--- config.mk ---
export PLATFORM = sky130hd
export DESIGN_NAME = seq_pattern_gen
export DESIGN_NICKNAME = d
export VERILOG_FILES = /design/src/rtl/seq_pattern_gen.sv
export SDC_FILE = /design/constraint.sdc
export NUM_CORES = 1
export LEC_CHECK = 0
export ABC_AREA = 1
export CAP_MARGIN = 25
export CORE_MARGIN = 3
export CORE_UTILIZATION = 40
export DETAILED_ROUTE_END_ITERATION = 8
export PLACE_DENSITY = 0.72
export SLEW_MARGIN = 20
export SYNTH_ARGS = -nofsm -noshare
export SYNTH_HDL_FRONTEND = slang
export SYNTH_SLANG_ARGS = --single-unit
--- constraint.sdc ---
create_clock -name clk -period 1.9 [get_ports clk]
set_input_delay 0.285 -clock clk [delete_from_list [all_inputs] [get_ports clk]]
set_output_delay 0.285 -clock clk [all_outputs]
set_load 0.01 [all_outputs]
--- src/rtl/seq_pattern_gen.sv ---
// seq_pattern_gen: transmitter for the 2-bit sequence-detection link.
// Drives a fixed 4-symbol pattern on {o1,o2} with per-symbol hold,
// repeat count, inter-repetition gap, abort and busy/done status.
module seq_pattern_gen #(
  parameter logic [1:0]  SYM0     = 2'b00,
  parameter logic [1:0]  SYM1     = 2'b11,
  parameter logic [1:0]  SYM2     = 2'b00,
  parameter logic [1:0]  SYM3     = 2'b01,
  parameter logic [1:0]  IDLE_SYM = 2'b10,
  parameter int unsigned HOLD     = 1,
  parameter int unsigned GAP      = 0,
  parameter int unsigned REPS_W   = 4
) (
  input  logic              clk,
  input  logic              rst,
  input  logic              start,
  input  logic [REPS_W-1:0] reps,
  input  logic              abort,
  output logic              o1,
  output logic              o2,
  output logic              busy,
  output logic              done,
  output logic [1:0]        sym_idx
);

  typedef enum logic [1:0] {
    ST_IDLE = 2'd0,
    ST_SEND = 2'd1,
    ST_GAP  = 2'd2
  } state_e;

  // Terminal counts for the hold and gap counters (counters run 0..N-1).
  localparam logic [3:0]        HOLD_LAST = 4'(HOLD - 1);
  localparam logic [3:0]        GAP_LAST  = 4'(GAP - 1);
  localparam logic [REPS_W-1:0] REP_ONE   = REPS_W'(1);

  state_e            state_q, state_d;
  logic [1:0]        sym_q, sym_d;
  logic [3:0]        hold_q, hold_d;
  logic [3:0]        gap_q, gap_d;
  logic [REPS_W-1:0] rep_q, rep_d;
  logic [1:0]        pat_q, pat_d;
  logic              busy_q, busy_d;
  logic              done_q, done_d;

  // Symbol table lookup for the pattern position.
  function automatic logic [1:0] sym_lookup(input logic [1:0] idx);
    logic [1:0] s;
    s = SYM0;
    case (idx)
      2'd0: s = SYM0;
      2'd1: s = SYM1;
      2'd2: s = SYM2;
      2'd3: s = SYM3;
      default: s = SYM0;
    endcase
    return s;
  endfunction

  // Next-state and counter update logic.
  always_comb begin
    state_d = state_q;
    sym_d   = sym_q;
    hold_d  = hold_q;
    gap_d   = gap_q;
    rep_d   = rep_q;
    done_d  = 1'b0;
    case (state_q)
      ST_IDLE: begin
        if (start && !abort) begin
          state_d = ST_SEND;
          sym_d   = '0;
          hold_d  = '0;
          gap_d   = '0;
          rep_d   = (reps == '0) ? REP_ONE : reps;
        end
      end
      ST_SEND: begin
        if (abort) begin
          state_d = ST_IDLE;
          sym_d   = '0;
          hold_d  = '0;
          gap_d   = '0;
          rep_d   = '0;
        end else if (hold_q == HOLD_LAST) begin
          hold_d = '0;
          if (sym_q != 2'd3) begin
            sym_d = sym_q + 2'd1;
          end else if (rep_q > REP_ONE) begin
            rep_d = rep_q - REP_ONE;
            sym_d = '0;
            if (GAP > 0) begin
              state_d = ST_GAP;
              gap_d   = '0;
            end
          end else begin
            state_d = ST_IDLE;
            sym_d   = '0;
            rep_d   = '0;
            done_d  = 1'b1;
          end
        end else begin
          hold_d = hold_q + 4'd1;
        end
      end
      ST_GAP: begin
        if (abort) begin
          state_d = ST_IDLE;
          sym_d   = '0;
          hold_d  = '0;
          gap_d   = '0;
          rep_d   = '0;
        end else if (gap_q == GAP_LAST) begin
          state_d = ST_SEND;
          sym_d   = '0;
          hold_d  = '0;
          gap_d   = '0;
        end else begin
          gap_d = gap_q + 4'd1;
        end
      end
      default: begin
        state_d = ST_IDLE;
        sym_d   = '0;
        hold_d  = '0;
        gap_d   = '0;
        rep_d   = '0;
      end
    endcase
  end

  // Outputs are computed from the next state so that, once registered,
  // they track state_q/sym_q exactly (Moore behaviour, no extra latency).
  always_comb begin
    pat_d  = IDLE_SYM;
    busy_d = (state_d != ST_IDLE);
    if (state_d == ST_SEND) begin
      pat_d = sym_lookup(sym_d);
    end
  end

  // State, counter and output registers with synchronous reset.
  always_ff @(posedge clk) begin
    if (rst) begin
      state_q <= ST_IDLE;
      sym_q   <= '0;
      hold_q  <= '0;
      gap_q   <= '0;
      rep_q   <= '0;
      pat_q   <= IDLE_SYM;
      busy_q  <= 1'b0;
      done_q  <= 1'b0;
    end else begin
      state_q <= state_d;
      sym_q   <= sym_d;
      hold_q  <= hold_d;
      gap_q   <= gap_d;
      rep_q   <= rep_d;
      pat_q   <= pat_d;
      busy_q  <= busy_d;
      done_q  <= done_d;
    end
  end

  assign o1      = pat_q[1];
  assign o2      = pat_q[0];
  assign busy    = busy_q;
  assign done    = done_q;
  assign sym_idx = sym_q;

endmodule

==> results.rst <==
.. list-table::
   :header-rows: 1

   * - Metric
     - Value
   * - Global placement routability congestion
     - between 0.8 and 0.9
   * - Clock Path Buffers
     - 2
   * - Count of unique library cells instantiated by Yosys
     - 30
   * - Syn Inst Count
     - 165
   * - Worst IR drop on VDD
     - 0.000449 V
   * - DRT Wirelength
     - 2350 um
   * - Root Buffer
     - sky130_fd_sc_hd__clkbuf_4
   * - Share of Yosys cell area claimed by the top area cell type
     - 33.1%
   * - Lkg Pwr
     - 0.598 nW
   * - Post-CTS Repair Setup Buffers
     - 0
   * - Worst-path clk slew
     - 0.12 ns
   * - # hold bufs at CTS
     - 0
   * - End of the worst register-to-register path
     - busy
   * - Arrival time reported for the critical path endpoint
     - approximately 1.3 ns
   * - Inserted Clock Buffers
     - 3
   * - Unrepaired setup endpoints after global routing
     - false
   * - Origin of the worst min-delay path
     - gap_q[1]
   * - Num rows
     - 19
   * - Filler cells
     - 274
   * - Number of buffers and inverters on the critical path
     - 1
   * - Die Ht
     - between 60 and 70 um
   * - Ratio of cells with drive above 1 in the final layout
     - 21.9%
   * - Pin count of the biggest net entering global routing
     - 13
   * - Count of flip-flops with a built-in enable after synthesis
     - 0
   * - Worst slew margin relative to its limit
     - 78.9%
   * - Class of the tightest hold or removal check
     - flop to flop
   * - Overall die area
     - 3720 um^2
   * - Result of the run
     - finished, final reports clean
   * - Initial core utilization
     - 42.8%
   * - Worst-Margin Slew
     - about 0.32 ns
   * - Flop2flop setup slack
     - between 0.3 and 0.4 ns
   * - Post-detailed-route DRC marker count
     - 0
   * - Clock tree from TritonCTS
     - done
   * - Number of sinks on the clock net
     - 20
   * - Share of the yosys chip area belonging to registers
     - 33.1%
   * - Count of input and output buffers
     - 13
   * - Routed length per instance
     - approximately 11 um
   * - Number of warnings issued by yosys
     - 0
   * - Crit-path max FO
     - 5
   * - Number of max-capacitance violations reported
     - 0
   * - Global routing usage summed across all routing layers
     - 14.6%
   * - Number of DRC markers after the initial detailed-route iteration
     - 26
   * - Post-DRT Antenna Nets
     - 0
   * - Worst-case clock skew
     - 0.0101 ns
   * - Startpoint Class
     - flop
   * - Power per cell area
     - 660 nW/um^2
   * - Category of the most critical setup path
     - flop to output port
   * - HPWL Detailed
     - roughly 1900 um
   * - Vias
     - ~1.1k
   * - Asr flop ratio synth
     - 0%
   * - Highest cell delay on the worst timing path
     - between 0.5 and 0.6 ns
   * - First drt pass iteration count
     - 4
   * - Final worst path period share
     - 83.2%
   * - Endpoint with the worst hold slack
     - gap_q[1]
   * - Worst hold path depth
     - 2
   * - Post-cts repair resize count
     - 0
   * - Final Hold Viols
     - 0
   * - Placed Area
     - 1390 um^2
   * - Most common cell in the netlist
     - sky130_fd_sc_hd__nand2_1
   * - Worst setup EP type
     - output port
   * - Final nets
     - between 150 and 200
   * - Antenna violations before repair
     - 0
   * - Leading register cell type out of synthesis
     - sky130_fd_sc_hd__dfxtp_1
   * - Total setup violations reported at the end of the flow
     - 0
   * - Synth Net Count
     - roughly 180
   * - Top post-synthesis cells by area
     - sky130_fd_sc_hd__dfxtp_1 (33%), sky130_fd_sc_hd__nand2_1 (15%), sky130_fd_sc_hd__ha_1 (6.2%), sky130_fd_sc_hd__nor2_1 (4.6%), sky130_fd_sc_hd__inv_1 (4.3%)
   * - Insertion delay of the later-clocked pin in the worst-skew pair
     - 0.31 ns
   * - Final core area utilization
     - 51.0%
   * - Time the final worst path needs with I/O delays and setup
     - ~1.6 ns
   * - R2r startpoint
     - hold_q[0]
   * - Ant. Diodes
     - 0
   * - Area growth from synthesis to layout
     - 19.2%
   * - Register bit count reported by yosys
     - 20
   * - Post-synthesis instance area
     - 1210 um^2
   * - Wire length of the first global-routing pass
     - 4100 um
   * - Per-instance average area after synthesis
     - 7.34 um^2
   * - Worst-case reg-to-reg path depth
     - 9
   * - Number of pins with negative max-slew slack in the final report
     - 0
   * - Aggregate negative setup slack
     - 0 ns
   * - Die extent in x
     - 61.0 um
   * - Data required time at the worst endpoint
     - between 1.5 and 2 ns
   * - Area of all placed cells without fillers
     - 1440 um^2
   * - DR vias/cell
     - 4.98
   * - I/O pin total
     - 14
   * - Number of global-route vias before repair
     - 978
   * - Leading post-synthesis cells by instance count
     - sky130_fd_sc_hd__nand2_1 (48), sky130_fd_sc_hd__dfxtp_1 (20), sky130_fd_sc_hd__nor2_1 (15), sky130_fd_sc_hd__inv_1 (14), sky130_fd_sc_hd__nand3_1 (9)
   * - Top delay family on crit path
     - buffers and inverters
   * - Slowest-stage cell, CP
     - sky130_fd_sc_hd__clkdlybuf4s50_1
   * - Core Region
     - between 2000 and 3000 um^2
   * - Total Power
     - ~0.95 mW
   * - Number of H-tree levels
     - 1
   * - Aggregate global routing overflow
     - 0
   * - Critical-path cell list
     - clkdlybuf4s50_1
   * - Timing-limited maximum frequency
     - around 630 MHz
   * - Area leader, netlist
     - sky130_fd_sc_hd__dfxtp_1
cell type report:
type	instances	area [um^2]	share of cell area, %
Multi-Input combinational cell	123	723	50.1
Clock buffer	3	22.5	1.56
Clock inverter	1	30.0	2.08
Sequential cell	20	400	27.7
Tap cell	31	38.8	2.69
Timing Repair Buffer	15	145	10.1
Inverter	21	83.8	5.81
per-layer routing:
layer / share of wire (%) / GRT usage [%] / vias up
li1: - / - / 558
met1: 45 / 17.1 / 481
met2: 50 / 25.5 / 23
met3: 4.0 / 4.40 / 4
met4: 0.89 / 4.33 / 0
met5: 0 / 0 / -
worst max-delay path by stage:
stage                     startpoint    endpoint  slack [ns]  depth (start not counted)
after floorplan             rep_q[0]        busy        0.59                          9
after global placement         abort    pat_q[1]        0.26                         10
after detailed placement       abort    pat_q[1]        0.20                         10
after CTS                 sym_idx[0]  sym_idx[0]        0.30                          1
after global routing      sym_idx[0]  sym_idx[0]        0.24                          1
final                     sym_idx[0]  sym_idx[0]        0.32                          1
tightest hold or removal path, delay by kind of cell, from the launching register on:
family | cells | cell delay (ns)
flip-flops | 1 | 0.34
AO/OA/AOI/OAI | 1 | 0.05
AND/OR/NAND/NOR | 1 | 0.06
cell usage in the layout (no fill, tap or decap), types with 2 or more instances in the layout:
master / n
sky130_fd_sc_hd__a21oi_1: 5
sky130_fd_sc_hd__a21oi_2: 5
sky130_fd_sc_hd__buf_4: 2
sky130_fd_sc_hd__clkbuf_4: 3
sky130_fd_sc_hd__clkdlybuf4s50_1: 13
sky130_fd_sc_hd__dfxtp_1: 20
sky130_fd_sc_hd__ha_1: 6
sky130_fd_sc_hd__inv_1: 14
sky130_fd_sc_hd__inv_2: 6
sky130_fd_sc_hd__nand2_1: 48
sky130_fd_sc_hd__nand2_2: 7
sky130_fd_sc_hd__nand2_4: 2
sky130_fd_sc_hd__nand3_1: 9
sky130_fd_sc_hd__nand3_2: 3
sky130_fd_sc_hd__nor2_1: 15
sky130_fd_sc_hd__nor2_2: 4
sky130_fd_sc_hd__nor2_4: 2
sky130_fd_sc_hd__o211ai_1: 2
sky130_fd_sc_hd__o21ai_1: 2
sky130_fd_sc_hd__xor2_1: 2
state kept, by name (all words and copies together), names as in the netlist:
register and count:
rep_q 4, hold_q 4, pat_q 2, state_q 2, sym_idx 2, busy 1, done 1, gap_q 4
cell families (layout without fill, tap and decap cells):
logic type | count (synthesis) | after routing | synth area share [%]
buffers and inverters | 22 | 40 | 7.23
XOR/XNOR | 3 | 3 | 2.17
AO/OA/AOI/OAI | 18 | 18 | 10.7
flip-flops | 20 | 20 | 33.1
AND/OR/NAND/NOR | 96 | 96 | 40.6
adder cells (fa/ha/maj) | 6 | 6 | 6.20
metrics by stage:
stage                     cells  hold WS (ns)  setup slack, ns
final                       214         0.489            0.318
after global routing        214         0.510            0.240
after CTS                   214         0.490            0.302
after detailed placement    210         0.473            0.200
after global placement      210         0.468            0.259
after floorplan             165         0.363            0.590
where the power goes:
part	internal, mW	leakage (nW)	switching (mW)	total [mW]
logic	0.0679	0.408	0.0900	0.158
registers	0.431	0.162	0.0109	0.442
clock network	0.213	0.0279	0.140	0.353
No activity file was read; power rests on OpenSTA's default activity.
